===== src/rtl/multi_tick_gen.sv =====
`default_nettype none
// ============================================================================
//  Module      : multi_tick_gen
//  Description : Multi-channel programmable tick generator. Each channel emits
//                a 1-cycle tick every `limit` clocks (periodic) or once per
//                start (one-shot), plus a mid-period tick for mid-bit sampling.
//  Revision    : 1.0 - initial release
// ============================================================================
module multi_tick_gen #(
    parameter int NUM_CH = 4,
    parameter int WIDTH  = 16
) (
    input  logic                    clock,
    input  logic                    reset,
    input  logic                    sync_clear,
    input  logic [NUM_CH-1:0]       enable,
    input  logic [NUM_CH-1:0]       oneshot,
    input  logic [NUM_CH-1:0]       start,
    input  logic [NUM_CH*WIDTH-1:0] limit,
    output logic [NUM_CH-1:0]       tick,
    output logic [NUM_CH-1:0]       mid_tick,
    output logic [NUM_CH-1:0]       busy,
    output logic [NUM_CH*WIDTH-1:0] count
);

    localparam logic [WIDTH-1:0] c_zero = '0;
    localparam logic [WIDTH-1:0] c_one  = WIDTH'(1);
    localparam logic [WIDTH-1:0] c_two  = WIDTH'(2);

    for (genvar gi = 0; gi < NUM_CH; gi++) begin : g_ch
        logic [WIDTH-1:0] w_limit;
        logic [WIDTH-1:0] w_limit_m1;
        logic [WIDTH-1:0] w_half_m1;
        logic [WIDTH-1:0] r_count;
        logic             r_tick;
        logic             r_mid;
        logic             r_armed;
        logic             w_limit_nz;
        logic             w_active;
        logic             w_wrap;
        logic             w_mid_hit;

        assign w_limit    = limit[gi*WIDTH +: WIDTH];
        assign w_limit_nz = |w_limit;
        assign w_limit_m1 = w_limit - c_one;
        assign w_half_m1  = (w_limit >> 1) - c_one;

        // One-shot channels only count while armed; periodic ones whenever enabled.
        assign w_active  = enable[gi] & w_limit_nz & (~oneshot[gi] | r_armed);
        // Greater-or-equal so a shrunken limit wraps immediately instead of running to 2^WIDTH.
        assign w_wrap    = (r_count >= w_limit_m1);
        assign w_mid_hit = (w_limit >= c_two) && (r_count == w_half_m1);

        always_ff @(posedge clock or posedge reset) begin
            if (reset) begin
                r_count <= c_zero;
                r_tick  <= 1'b0;
                r_mid   <= 1'b0;
                r_armed <= 1'b0;
            end else if (sync_clear) begin
                r_count <= c_zero;
                r_tick  <= 1'b0;
                r_mid   <= 1'b0;
                r_armed <= 1'b0;
            end else if (start[gi]) begin
                r_count <= c_zero;
                r_tick  <= 1'b0;
                r_mid   <= 1'b0;
                if (oneshot[gi]) begin
                    r_armed <= 1'b1;
                end
            end else if (!w_limit_nz) begin
                r_count <= c_zero;
                r_tick  <= 1'b0;
                r_mid   <= 1'b0;
                r_armed <= 1'b0;
            end else if (!w_active) begin
                r_tick  <= 1'b0;
                r_mid   <= 1'b0;
            end else begin
                r_mid <= w_mid_hit;
                if (w_wrap) begin
                    r_count <= c_zero;
                    r_tick  <= 1'b1;
                    if (oneshot[gi]) begin
                        r_armed <= 1'b0;
                    end
                end else begin
                    r_count <= r_count + c_one;
                    r_tick  <= 1'b0;
                end
            end
        end

        assign tick[gi]                  = r_tick;
        assign mid_tick[gi]              = r_mid;
        assign count[gi*WIDTH +: WIDTH]  = r_count;
        // busy reads low while either clear is asserted, matching the cleared state.
        assign busy[gi] = ~reset & ~sync_clear & w_limit_nz &
                          (oneshot[gi] ? r_armed : enable[gi]);
    end

endmodule
`default_nettype wire

===== config.mk =====
export PLATFORM = sky130hd
export DESIGN_NAME = multi_tick_gen
export DESIGN_NICKNAME = d
export VERILOG_FILES = /design/src/rtl/multi_tick_gen.sv
export SDC_FILE = /design/constraint.sdc
export NUM_CORES = 1
export LEC_CHECK = 0
export ABC_AREA = 1
export CAP_MARGIN = 15
export CORE_ASPECT_RATIO = 0.5
export CORE_MARGIN = 3
export CORE_UTILIZATION = 56
export CTS_CLUSTER_DIAMETER = 30
export DETAILED_ROUTE_END_ITERATION = 8
export PLACE_DENSITY = 0.84
export SLEW_MARGIN = 10
export SYNTH_ARGS = -nofsm -noshare
export SYNTH_HDL_FRONTEND = slang
export SYNTH_SLANG_ARGS = --single-unit

===== constraint.sdc =====
create_clock -name clock -period 3.55 [get_ports clock]
set_input_delay 0.355 -clock clock [delete_from_list [all_inputs] [get_ports clock]]
set_output_delay 0.355 -clock clock [all_outputs]
set_load 0.02 [all_outputs]

==> impl_metrics.toml <==
[drt]
ant_nets = 0
wl_um = 28000
avgRoutedWirePerCell_um = 15.1
vias = 9918
via_per_inst = 5.34
drt_first_pass_iters = 5
drt_iter0_drc = 773
drc_errors = 0

[die]
core_um2 = 15900
num_rows = 32
die_w_um = 189
die_area_um2 = 18400
num_io_pins = 155
die_h_um = 97.4
start_util_pct = 58.9

[timing]
period_needed_ns = 3.35
slew_viol_final = 0
relSlewSlack_pct = 54.6
finalSetupViolCount = 0
fmax_mhz = 299
fin_crit_sh_pct = 94.3
hold_violations = 0
fin_skew_ns = 0.0102
tightest_slew_ns = 0.679

[run]
maxCapViolCount = 0

[clocking]
htreeDepth = 3
cts_buffers = 9
cts_tree = "built"
clock-sinks = 76
root_buffer = "clkbuf_16"
clkLatencyLatePin_ns = 0.35
cts.path.max_buffers = 2
clkTransAtPathRegs_ns = 0.06
postCtsSetupRepairBufs = 0

[synth]
synth_cells = 1445
synth_edf_count = 0
synth_ff_type = "dfrtp_1"
ys_types = 49
synth_seq_cells = 76
yosys.area.top_type_share_pct = 20.3
post-synth-top-area-cell = "dfrtp_1"
synth_area_per_cell_um2 = 6.48
synth.area.top_cells = "dfrtp_1 (20%), nand2_1 (15%), ha_1 (11%)"
syn-num-nets = 1608
yosysSeqAreaShare_pct = 20.3
ys_warn_count = 0
syn_area_um2 = 9360
synthArstFlopShare_pct = 100

[final_layout]
final_nets = 1793
antenna_cells = 0
final_cells = 1856
final_area_um2 = 11600
syn_to_final_growth_pct = 23.7
nFillCells = 1367
layout_commonest_cell = "nand2_1"
mostFrequentLayoutCells = "nand2_1 (377), inv_1 (221), nor2_1 (199), clkdlybuf4s50_1 (154), ha_1 (84)"
drive_gt1_share_pct = 8.26
post-route-util_pct = 72.9

[worst_setup_path]
critPathSlowestCell = "clkdlybuf4s50_1"
path_buf_inv = 4
end_kind = "flip-flop"
crit_chain = "clkdlybuf4s50_1, inv_1, ha_1, nand3_2, nor2_1, nand2_1, nor2_2, nand3_1, xnor2_1, inv_1, ha_1, a21oi_1, o21ai_0, nor2_1, nand3_1, nand2_4, inv_2, a21oi_1"
r2r_slack_ns = 1.38
path_max_fanout = 8
worstPathRequired_ns = 3.82
slowest_delay_ns = 0.46
critical_path.top_delay_family = "simple AND/OR/NAND/NOR gates"
r2r-end = "g_ch[0].r_count[6]$_DFFE_PP0N_"
rr_worst_depth = 13
worstSetupPathType = "in2reg"
r2r-start = "g_ch[0].r_count[0]$_DFFE_PP0N_"
crit_arrival_ns = 3.62
setup.worst_path.start_class = "input port"

[pwr]
p_comb_share_pct = 25.8
peakVddDrop_uv = 241
leakage_nw = 5.73
power_mw = 2.35
internal-power_mw = 1.60
pwr-share-seq_pct = 37.6
power.density_nw_per_um2 = 203
switchingPower_uw = 751
switching_share_pct = 31.9
pwr-share-clk_pct = 36.7

[place]
dpl.cell_count = 1840
port_buffers = 154
place_area_um2 = 11300
dpl.hpwl_um = 23000
gp_congestion = 1.00

[min_path]
whs_path_depth = 2
hold_start = "g_ch[1].r_armed$_DFFE_PP0P_"
worstHoldPathType = "reg2reg"
min_to = "g_ch[1].r_armed$_DFFE_PP0P_"

[global_routing]
grt_pass1_wl_um = 46100
grt.total_usage_pct = 30.4
grt_max_degree = 42
antenna_found_initial = 0
gr-total-overflow = 0
grt_pass1_vias = 9501

[run_status]
status = "completed"
layer usage:
layer | share of wire (%) | vias up | global-route usage, %
li1 | - | 4940 | -
met1 | 46 | 4565 | 42.0
met2 | 45 | 363 | 49.3
met3 | 7.5 | 50 | 5.98
met4 | 1.7 | 0 | 6.86
met5 | 0 | - | 0
through the flow:
step | hold WS (ns) | TNS, ns | setup WS [ns]
final | 0.471 | 0 | 0.202
after floorplan | 0.427 | 0 | 0.657
after CTS | 0.469 | 0 | 0.295
after global placement | 0.455 | 0 | 0.0832
after detailed placement | 0.455 | -0.124 | -0.0507
after global routing | 0.476 | -0.00878 | -0.00430
cell families (layout without fill, tap and decap cells):
group | after synthesis | count (layout) | share of synthesized area (%)
AO/OA/AOI/OAI | 120 | 120 | 7.04
XOR/XNOR | 112 | 112 | 10.8
adder cells (fa/ha/maj) | 84 | 84 | 11.2
buffers and inverters | 243 | 433 | 10.7
flip-flops | 76 | 76 | 20.3
multiplexers | 1 | 1 | 0.107
AND/OR/NAND/NOR | 809 | 809 | 39.9
worst max path at each step:
stage,end,cells past startpoint,start
CTS,g_ch[2].r_count[8]$_DFFE_PP0N_,16,limit[33]
global route,g_ch[0].r_count[7]$_DFFE_PP0N_,18,limit[1]
detailed placement,g_ch[2].r_count[8]$_DFFE_PP0N_,16,limit[33]
global placement,g_ch[2].r_count[2]$_DFFE_PP0N_,16,limit[33]
floorplan,busy[0],3,reset
finish,g_ch[0].r_count[14]$_DFFE_PP0N_,18,limit[1]
final cells by class:
cell class	count	area [µm²]	share of cell area, %
Clock buffer	11	233	2.01
Clock inverter	5	38.8	0.335
Inverter	228	862	7.44
Multi-Input combinational cell	1126	6470	55.8
Sequential cell	76	1900	16.4
Tap cell	221	277	2.39
Timing Repair Buffer	189	1800	15.6
flip-flops by register name, summed over array words and instances (netlist names):
| signal | flops |
|---|---|
| g_ch.r_armed | 4 |
| g_ch.r_tick | 4 |
| g_ch.r_mid | 4 |
| g_ch.r_count | 64 |
worst register-to-register path: stages (launching register included):
cell and delay (ns):
dfrtp_1 0.47, inv_1 0.14, ha_1 0.31, nand2_1 0.05, nor2_1 0.13, nand2_1 0.08
nand2_1 0.07, nor2_1 0.05, nand2_1 0.10, nand2_1 0.08, nand3_1 0.20, nand2_4 0.12
inv_2 0.18, nor2_1 0.07
cell usage after synthesis (3+ instances only):
master,n
or2_2,3
nand3_4,4
nor2_2,21
xnor2_1,36
nand4_1,28
nor3_1,37
a21oi_1,58
buf_4,8
nor3_2,8
inv_1,222
inv_2,5
nand2_2,11
dfrtp_1,76
nand2_1,377
buf_6,7
o21ai_0,41
ha_1,84
o21bai_1,4
nand3_1,79
nor2_1,199
nor2_4,15
nand3b_1,6
nand2_4,9
xor2_1,74
power groups by stage:
stage	combinational, mW	sequential (mW)	clock [mW]
detailed placement	0.597	0.900	0
global route	0.675	0.884	0.914
CTS	0.601	0.884	0.877
floorplan	0.349	0.903	0
global placement	0.580	0.900	0
finish	0.606	0.884	0.864
timing repair:
action,CTS,global route
resized for setup,0,1
setup endpoints to repair,0,5
hold buffers,0,0
Power figures use the tool's default switching activity.
